## src/rtl/fabric_config_loader.sv

```systemverilog
// rtl/fabric_config_loader.sv - walks every fabric configuration target, copies one ROM word
// per target onto the select/write-enable bus, then enables the fabric.
module fabric_config_loader #(
    parameter int N_TARGETS = 41,
    parameter int ADDR_W    = 6
) (
    input  logic              clock,
    input  logic              reset_n,
    input  logic              start,
    input  logic              abort,
    output logic              rom_en,
    output logic [ADDR_W-1:0] rom_addr,
    input  logic [31:0]       rom_data,
    output logic [ADDR_W-1:0] cfg_sel,
    output logic [32:0]       cfg_data,
    output logic              cfg_we,
    output logic              busy,
    output logic              done,
    output logic              fabric_en
);

    localparam logic [2:0] S_IDLE    = 3'd0;
    localparam logic [2:0] S_ISSUE   = 3'd1;
    localparam logic [2:0] S_CAPTURE = 3'd2;
    localparam logic [2:0] S_WRITE   = 3'd3;
    localparam logic [2:0] S_DONE    = 3'd4;

    localparam logic [ADDR_W-1:0] LAST_IDX = ADDR_W'(N_TARGETS - 1);
    localparam logic [ADDR_W-1:0] IDX_ONE  = ADDR_W'(1);

    logic [2:0]        state_q, state_d;
    logic [ADDR_W-1:0] idx_q, idx_d;
    logic [ADDR_W-1:0] cfg_sel_q, cfg_sel_d;
    logic [32:0]       cfg_data_q, cfg_data_d;
    logic              fabric_en_q, fabric_en_d;

    always_comb begin
        state_d     = state_q;
        idx_d       = idx_q;
        cfg_sel_d   = cfg_sel_q;
        cfg_data_d  = cfg_data_q;
        fabric_en_d = fabric_en_q;
        case (state_q)
            S_IDLE: begin
                // A new pass always disables the fabric until every target is rewritten.
                if (start) begin
                    state_d     = S_ISSUE;
                    idx_d       = '0;
                    fabric_en_d = 1'b0;
                end
            end
            S_ISSUE: begin
                state_d = abort ? S_IDLE : S_CAPTURE;
            end
            S_CAPTURE: begin
                if (abort) begin
                    state_d = S_IDLE;
                end else begin
                    state_d    = S_WRITE;
                    cfg_data_d = {1'b0, rom_data};
                    cfg_sel_d  = idx_q;
                end
            end
            S_WRITE: begin
                if (abort) begin
                    state_d = S_IDLE;
                end else if (idx_q == LAST_IDX) begin
                    state_d = S_DONE;
                end else begin
                    state_d = S_ISSUE;
                    idx_d   = idx_q + IDX_ONE;
                end
            end
            S_DONE: begin
                state_d     = S_IDLE;
                fabric_en_d = 1'b1;
            end
            default: begin
                state_d = S_IDLE;
            end
        endcase
    end

    always_ff @(posedge clock or negedge reset_n) begin
        if (!reset_n) begin
            state_q     <= S_IDLE;
            idx_q       <= '0;
            cfg_sel_q   <= '0;
            cfg_data_q  <= '0;
            fabric_en_q <= 1'b0;
        end else begin
            state_q     <= state_d;
            idx_q       <= idx_d;
            cfg_sel_q   <= cfg_sel_d;
            cfg_data_q  <= cfg_data_d;
            fabric_en_q <= fabric_en_d;
        end
    end

    // Strobes decode straight from state so an asynchronous reset clears them at once.
    assign rom_en    = (state_q == S_ISSUE);
    assign rom_addr  = idx_q;
    assign cfg_we    = (state_q == S_WRITE);
    assign busy      = (state_q == S_ISSUE) || (state_q == S_CAPTURE) || (state_q == S_WRITE);
    assign done      = (state_q == S_DONE);
    assign cfg_sel   = cfg_sel_q;
    assign cfg_data  = cfg_data_q;
    assign fabric_en = fabric_en_q;

endmodule

```

## config.mk

```make
export PLATFORM = sky130hd
export DESIGN_NAME = fabric_config_loader
export DESIGN_NICKNAME = d
export VERILOG_FILES = /design/src/rtl/fabric_config_loader.sv
export SDC_FILE = /design/constraint.sdc
export NUM_CORES = 1
export LEC_CHECK = 0
export ABC_AREA = 1
export BUFFER_PORTS_ARGS = -buffer_cell sky130_fd_sc_hd__clkbuf_2
export CELL_PAD_IN_SITES_DETAIL_PLACEMENT = 2
export CELL_PAD_IN_SITES_GLOBAL_PLACEMENT = 2
export CORE_ASPECT_RATIO = 1.2
export CORE_UTILIZATION = 29
export DETAILED_ROUTE_END_ITERATION = 12
export GPL_ROUTABILITY_DRIVEN = 1
export PLACE_DENSITY_LB_ADDON = 0.1
export SYNTH_ARGS = -nofsm -noshare
export SYNTH_HDL_FRONTEND = slang
export SYNTH_SLANG_ARGS = --single-unit
```

## constraint.sdc

```tcl
create_clock -name clock -period 2.7 [get_ports clock]
set_input_delay 0.675 -clock clock [delete_from_list [all_inputs] [get_ports clock]]
set_output_delay 0.675 -clock clock [all_outputs]
set_load 0.02 [all_outputs]
```

-- After elaboration in Yosys (flattened, before gate mapping)
Index checks and enable logic that the tools add are counted.
W data, S select, Z words.
- bits of input ports: 36
- register bits after elaboration: 48
- muxes and demuxes: 12
- equality and inequality tests: 8
- $add $sub $neg: 1
- reduce and logical (&&, ||, !) cells: 8
- bitwise gates (word level): 1
- operators with widths (kind ; count):
    $mux W6 ; 3
    $pmux W3 S4 ; 1
    $pmux W6 S2 ; 1
    $mux W3 ; 3
    $add A6 B1 Y6 const B ; 1
    $eq A3 B2 Y1 const B ; 2
    $eq A6 B6 Y1 const B ; 1
    $ne A2 B2 Y1 const B ; 3
    $mux W2 ; 2
    $reduce_and A2 Y1 ; 2
    $reduce_and A4 Y1 ; 1
    $reduce_bool A2 Y1 ; 2
    $eq A3 B1 Y1 const B ; 1
    $eq A3 B3 Y1 const B ; 1
    $logic_not A3 Y1 ; 1
    $logic_or A1 B1 Y1 ; 2
    $pmux W1 S2 ; 1
    $mux W1 ; 1
    $not A1 Y1 ; 1

-- Logic depth before layout (Yosys ltp)
Gate-level depths: netlist of run 1.
- depth in word-level cells: 4
- depth in mapped cells: 10
- mapped depth without buffers: 10

-- Least setup slack after synthesis of run 1
No wires, ideal clock.
- path kind: register to output
- start: reg state_q[1]
- end: out rom_en
- required time: 2.025 ns
- buffers on the path: 0
- arrival: 0.966 ns
- cell stages (with the launch flop): 2
- path slack: 1.059 ns
- cell sequence: dfrtp_1 -> nor3_1
- longest elaborated chain between the ends: 1
- RTL lines (item ; RTL line ; RTL):
    from (decl) ; 31 ; logic [2:0] state_q, state_d;
    from (signal assigned) ; 92 ; state_q <= state_d;
    $eq A3 B1 Y1 ; 101 ; assign rom_en = (state_q == S_ISSUE);
    to (decl) ; 11 ; output logic rom_en,
Every way passes these cells.

-- Final worst setup path of run 1
- start: reg state_q[0]
- end: out done
- longest elaborated chain between the ends: 1
- RTL lines (item ; RTL line ; RTL):
    $eq A3 B3 Y1 ; 105 ; assign done = (state_q == S_DONE);
    to (decl) ; 18 ; output logic done,
Every way passes these cells.

==> metrics.yaml, run 1 <==
detail_route.first_pass.iterations: 4
crit_path_top_delay_cell: "sky130_fd_sc_hd__dfrtp_1"
remaining_drc_errors: 0
multiInputGateArea_sq_um: 822
drt_iter0_markers: 65
grt_setup_unrepaired: "false"
post_synth_main_area_contributors: "sky130_fd_sc_hd__dfrtp_1, sky130_fd_sc_hd__nand2_1, sky130_fd_sc_hd__nand3_1"
cp_peak_stage_delay_ns: 0.42
synth_cell_types: 23
max-cap-violations: 0
setup_viol: 0
worst_vdd_drop_uv: 329
num-fill-cells: 834
cts_resized: 0
grt_pass1_vias: 2050
finalHoldWorstSlack_ns: 0.395
timing.critical_path.to_type: "primary output"
route.detailed.wl_per_inst_um: 14.1
ant_nets: 0
setup.worst_path.start_class: "flop"
dpl-instance-area_sq_um: 2640
tritoncts: "done"
postCtsSetupBuffers: 0
fmax_mhz: 467
setup_tns_ns: 0
initial_core_utilization_pct: 30.7
ys.warnings.count: 0
cell_count_after_synthesis: 252
cts_buffers: 5
chipWidth_um: 80.5
powerDensity_nw_per_um2: 1040
critical_path_arrival_ns: 1.46
finalCritPeriodShare_pct: 79.2
num_io_pins: 86
dp_hpwl_um: 4350
cts.htree.levels: 2
grt_use_total_pct: 16.3
nets: 371
clock_skew_ns: 0.00370
die-height_um: 96.2
criticalPathCategory: "reg -> out"
final_period_minus_worst_setup_slack_ns: 2.14
syn_area_sq_um: 2140
global_route_overflow: 0
layout-area-overhead-vs-synth_pct: 27.5
slew_violations: 0
crit_path_cell_trace: "inv_4, nand2_2, nor2_1, clkbuf_2"
worst-slew-pin-transition_ns: 0.657
grt_antenna_before_repair: 0
grt_first_pass_wirelength_um: 9710
timing.critical_path.fanout_max: 37
hold_viol_final: 0
cp_data_required_time_ns: 2.03
worst_path_dominant_cell_family: "buffers and inverters"
insertion_delay_ns: 0.29
outcome: "completed"
post_synth.cell_area_avg_sq_um: 8.51
synth.top_cell.area_share_pct: 56.0
synthesis.nets: 290
drive_gt1_share_pct: 32.6
antenna_cells_inserted: 0
design.die.area_sq_um: 7740
largest_net_degree_at_the_start_of_global_routing: 45
ctsHoldBuffers: 0
worst_slew_slack_as_a_fraction_of_its_limit_pct: 56.2
reg2regPathDepth: 8
total_leakage_power_nw: 1.54
worstReg2RegStart: "state_q[0]"
floorplan.rows: 33
vias_per_cell: 4.70
clockRootBuffer: "sky130_fd_sc_hd__clkbuf_8"
final_util_pct: 39.2
core_region_area_sq_um: 6980
cts.sink_count: 48
drt_wl_total_um: 5930
postSynthRegisterBits: 48
critical_path.reg2reg.endpoint: "rom_addr[3]"
reg2reg_slack_ns: 1.10
num_vias: 1979
clkTransAtPathRegs_ns: 0.09
cts_buffer_depth: 2
finish.instance_area_sq_um: 2730
synth_top_area_cell: "sky130_fd_sc_hd__dfrtp_1"
worstHoldPathType: "in -> async"
gp_routability_congestion: 0.715
sequential_cell_area_sq_um: 1200
port_buffers: 84
critical_path_buf_inv_count: 2
synth_seq_area_share_pct: 56.0
layout by cell type, fill, tap and decap left out, types with 5 or more instances in the layout:
| cell | synthesis | layout |
|---|---|---|
| sky130_fd_sc_hd__inv_1 | 11 | 11 |
| sky130_fd_sc_hd__nand2_2 | 5 | 5 |
| sky130_fd_sc_hd__nor2_1 | 9 | 9 |
| sky130_fd_sc_hd__nand3_1 | 40 | 40 |
| sky130_fd_sc_hd__clkbuf_8 | 0 | 6 |
| sky130_fd_sc_hd__nand2_1 | 98 | 98 |
| sky130_fd_sc_hd__dfrtp_1 | 48 | 48 |
| sky130_fd_sc_hd__clkbuf_2 | 0 | 84 |
| sky130_fd_sc_hd__o21ai_1 | 6 | 6 |
synthesized netlist by cell type:
master                     n
sky130_fd_sc_hd__a21oi_1   1
sky130_fd_sc_hd__buf_1     3
sky130_fd_sc_hd__buf_2     7
sky130_fd_sc_hd__buf_4     2
sky130_fd_sc_hd__conb_1    1
sky130_fd_sc_hd__dfrtp_1  48
sky130_fd_sc_hd__ha_1      2
sky130_fd_sc_hd__inv_1    11
sky130_fd_sc_hd__inv_2     3
sky130_fd_sc_hd__inv_4     1
sky130_fd_sc_hd__nand2_1  98
sky130_fd_sc_hd__nand2_2   5
sky130_fd_sc_hd__nand2_4   3
sky130_fd_sc_hd__nand3_1  40
sky130_fd_sc_hd__nand4_1   3
sky130_fd_sc_hd__nor2_1    9
sky130_fd_sc_hd__nor2_2    2
sky130_fd_sc_hd__nor2_4    1
sky130_fd_sc_hd__nor2_8    1
sky130_fd_sc_hd__nor3_1    2
sky130_fd_sc_hd__o21ai_0   2
sky130_fd_sc_hd__o21ai_1   6
sky130_fd_sc_hd__xnor2_1   1
power by group:
part	switching [mW]	leakage, nW	internal (mW)
registers	0.156	0.623	0.964
clock network	0.236	0.0445	0.209
logic	0.903	0.877	0.371
total	1.29	1.54	1.54
cell type report:
class                           count  share of cell area [%]
Multi-Input combinational cell    177                    30.1
Inverter                           15                    2.15
Clock buffer                        7                    3.16
Tap cell                           87                    3.98
Sequential cell                    48                    44.0
Clock inverter                      1                   0.275
Timing Repair Buffer               86                    16.4
cells by family after synthesis:
kind of cell | after synthesis | share of synthesized area [%]
flops | 48 | 56.0
compound gates | 9 | 2.10
buf+inv | 27 | 5.60
fa+ha+maj | 2 | 1.17
xor+xnor | 1 | 0.409
simple gates | 164 | 34.5
other cells | 1 | 0.175
worst max path at each step:
stage                          start     end  slack, ns  cells after the start
after floorplan           state_q[1]  rom_en       1.06                      1
after global placement    state_q[0]    done       0.87                      4
after detailed placement  state_q[0]    done       0.87                      4
after CTS                 state_q[0]    done       0.52                      4
after global routing      state_q[0]    done       0.43                      4
final                     state_q[0]    done       0.56                      4
registers in the layout, indices dropped and copies added (netlist names):
register / cells
cfg_data: 32
cfg_sel: 6
rom_addr: 6
state_q: 3
fabric_en: 1
routing by layer:
metal,routed length [um],vias up,global-route usage (%),share of wire (%)
met3,319,4,3.22,5.4
met2,2920,59,29.2,49
li1,-,955,-,-
met5,0,-,0,0
met4,46,0,4.02,0.78
met1,2640,961,19.9,45
per-stage QoR:
stage          instances  worst slack [ns]  power [mW]
2_1_floorplan        252              1.06        1.98
3_3_place_gp         413             0.867        2.40
3_5_place_dp         413             0.867        2.44
4_1_cts              421             0.522        2.91
5_1_grt              421             0.433        3.08
6_report             421             0.561        2.84
No activity file was read; power rests on OpenSTA's default activity.
==> run 2, diff against run 1 <==
Settings changed: ABC_AREA 1 to 0, CORE_UTILIZATION 29 to 27.
Clock period 2.7 ns to 1.8 ns, I/O delays scaled along.
==> run 2 against run 1 <==
- sequential share of layout area is 0.27 points lower
- power is 49% higher
- combinational power is 48% higher
- critical path type unchanged
- clock skew is 0.0050 ns higher
- worst setup slack worse by 0.48 ns
- final area is 0.82% higher
- via count is 22% lower
- utilization is 1.3 points lower
- largest cell class unchanged
- die area is 2.5% higher
==> metrics.yaml, run 2 <==
total_leakage_power_nw: 1.39  # -9.9%
finalPower_mw: 4.23  # +49%
setup.worst_path.start_class: "flop"
num-fill-cells: 799  # -4.2%
cts.sink_count: 48  # unchanged
worst_path_dominant_cell_family: "flip-flops"
final_common_cell: "sky130_fd_sc_hd__clkbuf_2"
clockRootBuffer: "sky130_fd_sc_hd__clkbuf_8"
finish.instance_area_sq_um: 2760  # +0.82%
reg2reg_slack_ns: 0.17  # -0.93 ns
num_vias: 1544  # -22%
worst-slew-pin-transition_ns: 0.618  # -0.0389 ns
vias_per_cell: 4.61  # -2.0%
number_of_enable_flip_flop_cells_after_synthesis: 0  # unchanged
timing.critical_path.to_type: "primary output"
nets: 282  # -24%
slew_violations: 0  # unchanged
synth_commonest_cells: "sky130_fd_sc_hd__dfrtp_1, sky130_fd_sc_hd__mux2_1, sky130_fd_sc_hd__mux2_2"
synth_top_area_cell: "sky130_fd_sc_hd__dfrtp_1"
critical_path.reg2reg.endpoint: "rom_addr[4]"
hold_viol_final: 0  # unchanged
max-cap-violations: 0  # unchanged
cts_buffers: 5  # unchanged
drt_wl_total_um: 5100  # -14%
cell_count_after_synthesis: 147  # -42%
finalHoldWorstSlack_ns: 0.253  # -0.142 ns
final_cell_count_no_fill: 335  # -20%
fmax_mhz: 583
grt_antenna_before_repair: 0  # unchanged
worstReg2RegStart: "rom_addr[0]"
die-height_um: 97.4  # +1.2%
global_route_overflow: 0  # unchanged
core_region_area_sq_um: 7270  # +4.2%
detail_route.first_pass.iterations: 3  # -1
port_buffers: 84  # unchanged
sequential_cell_area_sq_um: 1200  # +0.21%
multiInputGateArea_sq_um: 803  # -2.3%
insertion_delay_ns: 0.30  # about the same
reg2regPathDepth: 6  # -2
synthesis.nets: 185  # -36%
dpl-instance-area_sq_um: 2650  # +0.24%
setup_tns_ns: 0  # unchanged
crit_path_cell_trace: "nand3b_1, inv_1, clkbuf_2"
initial_core_utilization_pct: 28.1  # -2.6 points
post-place-cells: 325  # -21%
cts_buffer_depth: 2  # unchanged
chipWidth_um: 81.5  # +1.2%
worstHoldPathType: "in -> async"
cp_peak_stage_delay_ns: 0.48  # +0.06 ns
num_io_pins: 86  # unchanged
critical_path_buf_inv_count: 2  # unchanged
grt_first_pass_wirelength_um: 8450  # -13%
drive_gt1_share_pct: 53.9  # +21 points
worst_vdd_drop_uv: 516  # +57%
synth_seq_area_share_pct: 58.7  # +2.7 points
design.die.area_sq_um: 7930  # +2.5%
largest_reg_flops: 32  # unchanged
tritoncts: "done"
layout-area-overhead-vs-synth_pct: 34.7
ant_nets: 0  # unchanged
clock_skew_ns: 0.00872  # +0.00502 ns
finalCritPeriodShare_pct: 95.3
worst_slew_slack_as_a_fraction_of_its_limit_pct: 58.8  # +2.6 points
postSynthRegisterBits: 48  # unchanged
remaining_drc_errors: 0  # unchanged
dp_hpwl_um: 3960  # -9.0%
synth_cell_types: 33  # +43%
final_period_minus_worst_setup_slack_ns: 1.72
layout.cells.most_common_list: "sky130_fd_sc_hd__clkbuf_2, sky130_fd_sc_hd__dfrtp_1, sky130_fd_sc_hd__mux2_1"
route.detailed.wl_per_inst_um: 15.2  # +8.2%
yosys.cell_count.top_type: "sky130_fd_sc_hd__dfrtp_1"
powerDensity_nw_per_um2: 1540  # +48%
synth.top_cell.area_share_pct: 58.7  # +2.7 points
floorplan.rows: 34  # +3.0%
timing.critical_path.fanout_max: 7  # -81%
syn_area_sq_um: 2050  # -4.6%
grt_use_total_pct: 14.3  # -2.0 points
synth-main-ff-cell: "sky130_fd_sc_hd__dfrtp_1"
cts.htree.levels: 2  # unchanged
crit_path_top_delay_cell: "sky130_fd_sc_hd__dfrtp_1"
criticalPathCategory: "reg -> out"
critical_path_arrival_ns: 1.27  # -0.19 ns
grt_pass1_vias: 1720  # -16%
cp_data_required_time_ns: 1.35  # -0.68 ns
drt_iter0_markers: 33  # -49%
largest_net_degree_at_the_start_of_global_routing: 49  # +8.9%
post_synth_main_area_contributors: "sky130_fd_sc_hd__dfrtp_1, sky130_fd_sc_hd__mux2_1, sky130_fd_sc_hd__mux2_2"
ys.warnings.count: 0  # unchanged
gp_routability_congestion: 0.708  # -0.99%
antenna_cells_inserted: 0  # unchanged
clkTransAtPathRegs_ns: 0.08  # about the same
setup_viol: 0  # unchanged
async_flop_share_pct: 100  # unchanged
outcome: "completed"
post_synth.cell_area_avg_sq_um: 13.9  # +64%
-- run 2: changes by cell type after synthesis, moves of 4 or more --
cell                      delta
sky130_fd_sc_hd__nand2_2     -4
sky130_fd_sc_hd__mux2_1     +21
sky130_fd_sc_hd__o21ai_1     -6
sky130_fd_sc_hd__nor2_1      -5
sky130_fd_sc_hd__a21oi_1     +4
sky130_fd_sc_hd__mux2_2     +17
sky130_fd_sc_hd__buf_2       -5
sky130_fd_sc_hd__inv_1       -7
sky130_fd_sc_hd__nand3_1    -36
sky130_fd_sc_hd__nand2_1    -96
-- run 2: cell type report --
cell class	instances	area share [%]
repair buffers	96	19.4
multi-input cells	89	29.2
clock buffers	7	2.77
well taps	90	4.09
flip-flops and latches	48	43.7
inverters	4	0.545
clock inverters	1	0.318
-- run 2: how the worst max path moves through the flow --
| stage | end | slack (ns) | startpoint | cells past startpoint |
|---|---|---|---|---|
| finish | cfg_we | 0.08 | state_q[2] | 3 |
| global route | cfg_we | -0.008 | state_q[2] | 3 |
| CTS | done | 0.01 | state_q[0] | 3 |
| detailed placement | cfg_data[24] | 0.1 | abort | 5 |
| global placement | cfg_data[0] | 0.14 | abort | 5 |
| floorplan | rom_en | 0.16 | state_q[2] | 2 |
-- run 2: cell families (layout without fill, tap and decap cells) --
kind of cell / count (synthesis) / in the layout / synth area share, %
DFF: 48 / 48 / 58.7
muxes: 41 / 41 / 22.4
and+or+nand+nor: 28 / 28 / 8.20
AOI/OAI and AO/OA: 17 / 17 / 6.61
buffers and inverters: 10 / 108 / 2.69
adders and majority gates: 2 / 2 / 1.22
other: 1 / 1 / 0.183
-- run 2: report_power, final --
part,internal (mW),switching [mW],leakage (nW)
clock network,0.278,0.349,0.0424
registers,1.50,0.228,0.601
logic,0.768,1.11,0.747
total,2.54,1.69,1.39
-- run 2: per-layer routing --
metal	global-route usage [%]	vias up	share of wire, %
met4	4.53	0	1.5
met3	2.82	5	4.2
met5	0	-	0
met2	26.2	51	57
li1	-	703	-
met1	16.0	785	38
-- run 2: per-stage QoR --
stage	setup WS, ns	utilization [%]
after floorplan	0.161	-
after global placement	0.140	36.4
after detailed placement	0.0972	36.4
after CTS	0.0112	37.6
after global routing	-0.00790	37.9
final	0.0841	37.9
-- run 2: repair_timing --
action / 4_1_cts / 5_1_grt
resized for setup: 2 / 2
setup endpoints to repair: 2 / 2
buffers inserted: 0 / 2
hold buffers: 0 / 0
==> run 3, diff against run 2 <==
Settings changed: CELL_PAD_IN_SITES_DETAIL_PLACEMENT 2 to 1, CELL_PAD_IN_SITES_GLOBAL_PLACEMENT 2 to 1, CORE_UTILIZATION 27 to 33.
==> run 3 against run 2 <==
- utilization is 7.7 points higher
- clock-buffer cell count shrank 2
- register-to-register slack improved by 0.03 ns
- sequential power about the same
- die area fell by 18%
- hold slack lost 0.12 ns
- final cell count shrank 3.9%
- power rose by 0.92%
- non-clock buffer count is 3 lower
- maximum frequency up 0.56%
- critical endpoint is now done
- sequential share of layout area increased by 0.22 points
==> metrics.yaml, run 3 (synthesis results as in run 2) <==
cts_buffers: 5  # unchanged
reg2regPathDepth: 6  # unchanged
grt_pass1_vias: 1543  # -10%
crit_path_cell_trace: "nor2_4, and2_1, clkbuf_2"
share_clk_of_total_power_pct: 17.1  # +2.3 points
cts_resized: 3  # +1
design.die.area_sq_um: 6520  # -18%
port_buffers: 84  # unchanged
num_io_pins: 86  # unchanged
cts_buffer_depth: 2  # unchanged
detail_route.first_pass.iterations: 4  # +1
drive_gt1_share_pct: 53.8  # -0.13 points
power.share.switching_pct: 38.3  # -1.5 points
die-height_um: 88.3  # -9.3%
cts.htree.levels: 2  # unchanged
grt_antenna_before_repair: 0  # unchanged
nets: 279  # -1.1%
net-switching-power_mw: 1.64  # -3.0%
powerDensity_nw_per_um2: 1560  # +1.4%
setup_viol: 0  # unchanged
drt_iter0_markers: 43  # +30%
chipWidth_um: 73.9  # -9.3%
layout.cells.most_common_list: "sky130_fd_sc_hd__clkbuf_2, sky130_fd_sc_hd__dfrtp_1, sky130_fd_sc_hd__mux2_1"
drt_wl_total_um: 4530  # -11%
tritoncts: "done"
worstHoldPathType: "in -> async"
global_route_overflow: 0  # unchanged
gp_routability_congestion: 0.703  # -0.65%
cp_peak_stage_delay_ns: 0.49  # about the same
largest_reg_flops: 32  # unchanged
num_vias: 1480  # -4.1%
slew_violations: 0  # unchanged
setup.worst_path.start_class: "flop"
critical_path.reg2reg.endpoint: "rom_addr[4]"
grt_use_total_pct: 15.3  # +1.0 points
critical_path_arrival_ns: 1.26  # about the same
fmax_mhz: 586  # +0.56%
largest_net_degree_at_the_start_of_global_routing: 49  # unchanged
cts.sink_count: 48  # unchanged
final_period_minus_worst_setup_slack_ns: 1.71  # -0.00961 ns
vias_per_cell: 4.60  # -0.28%
layout-area-overhead-vs-synth_pct: 34.0
initial_core_utilization_pct: 34.0  # +5.9 points
criticalPathCategory: "reg -> out"
finalHoldWorstSlack_ns: 0.131  # -0.122 ns
postCtsSetupBuffers: 0  # unchanged
finalPower_mw: 4.27  # +0.92%
max-cap-violations: 0  # unchanged
finalCritPeriodShare_pct: 94.8  # -0.53 points
hold_viol_final: 0  # unchanged
floorplan.rows: 31  # -8.8%
remaining_drc_errors: 0  # unchanged
route.detailed.wl_per_inst_um: 14.1  # -7.6%
ant_nets: 0  # unchanged
insertion_delay_ns: 0.29  # about the same
total_leakage_power_nw: 1.39  # -0.36%
worstReg2RegStart: "rom_addr[0]"
grt_first_pass_wirelength_um: 7380  # -13%
timing.critical_path.fanout_max: 7  # unchanged
outcome: "completed"
dp_hpwl_um: 3360  # -15%
p_seq_share_pct: 40.9  # about the same
clockRootBuffer: "sky130_fd_sc_hd__clkbuf_8"
crit_path_top_delay_cell: "sky130_fd_sc_hd__dfrtp_2"
core_region_area_sq_um: 6010  # -17%
antenna_cells_inserted: 0  # unchanged
final_common_cell: "sky130_fd_sc_hd__clkbuf_2"
finish.instance_area_sq_um: 2740  # -0.50%
grt_setup_unrepaired: "false"
p_comb_share_pct: 41.9  # -2.5 points
cp_data_required_time_ns: 1.35  # about the same
cell_internal_pwr_mw: 2.63  # +3.5%
dpl-instance-area_sq_um: 2630  # -0.66%
setup_tns_ns: 0  # unchanged
worst_vdd_drop_uv: 819  # +59%
ctsHoldBuffers: 0  # unchanged
reg2reg_slack_ns: 0.20  # +0.03 ns
clkTransAtPathRegs_ns: 0.08  # about the same
clock_skew_ns: 0.00263  # -0.00609 ns
timing.critical_path.to_type: "primary output"
## run 3: cell type report
| type | count | area (sq um) |
|---|---|---|
| fillers | 676 | 3270 |
| flip-flops and latches | 48 | 1200 |
| multi-input cells | 89 | 808 |
| repair buffers | 93 | 513 |
| well taps | 82 | 103 |
| clock buffers | 5 | 68.8 |
| clock inverters | 1 | 30.0 |
| inverters | 4 | 15.0 |
## run 3: metrics by stage
stage | util (%) | std cells | setup slack, ns
CTS | 45.5 | 322 | 0.0350
global placement | 43.7 | 316 | 0.147
floorplan | - | 147 | 0.161
finish | 45.6 | 322 | 0.0937
detailed placement | 43.7 | 316 | 0.113
global route | 45.6 | 322 | 0.00375
## run 3: worst max path at each step
stage                       end  slack, ns  startpoint
floorplan                rom_en       0.16  state_q[2]
global placement    cfg_data[0]       0.15       abort
detailed placement   cfg_sel[4]       0.11       abort
CTS                        done       0.04  state_q[0]
global route               done      0.004  state_q[0]
finish                     done       0.09  state_q[0]
## run 3: per-layer routing
metal  share of wire (%)  routed length, um  vias to the layer above  GRT usage [%]
met2                  51               2310                       52           25.6
li1                    -                  -                      702              -
met3                 5.4                244                        6           4.10
met1                  42               1890                      720           18.6
met4                 2.0                 89                        0           6.47
met5                   0                  0                        -              0
## run 3: power groups by stage
stage                     Clock (mW)  Combinational [mW]  Sequential [mW]
after floorplan                    0               0.640             2.23
after global placement             0                1.78             1.75
after detailed placement           0                1.81             1.76
after CTS                      0.773                1.82             1.75
after global routing           0.798                1.94             1.81
final                          0.731                1.79             1.75
## run 3: worst max-delay path: cells and delay by family, from the launching register on
family | cells | cell delay (ns)
flops | 1 | 0.49
simple gates | 2 | 0.31
buf+inv | 1 | 0.17
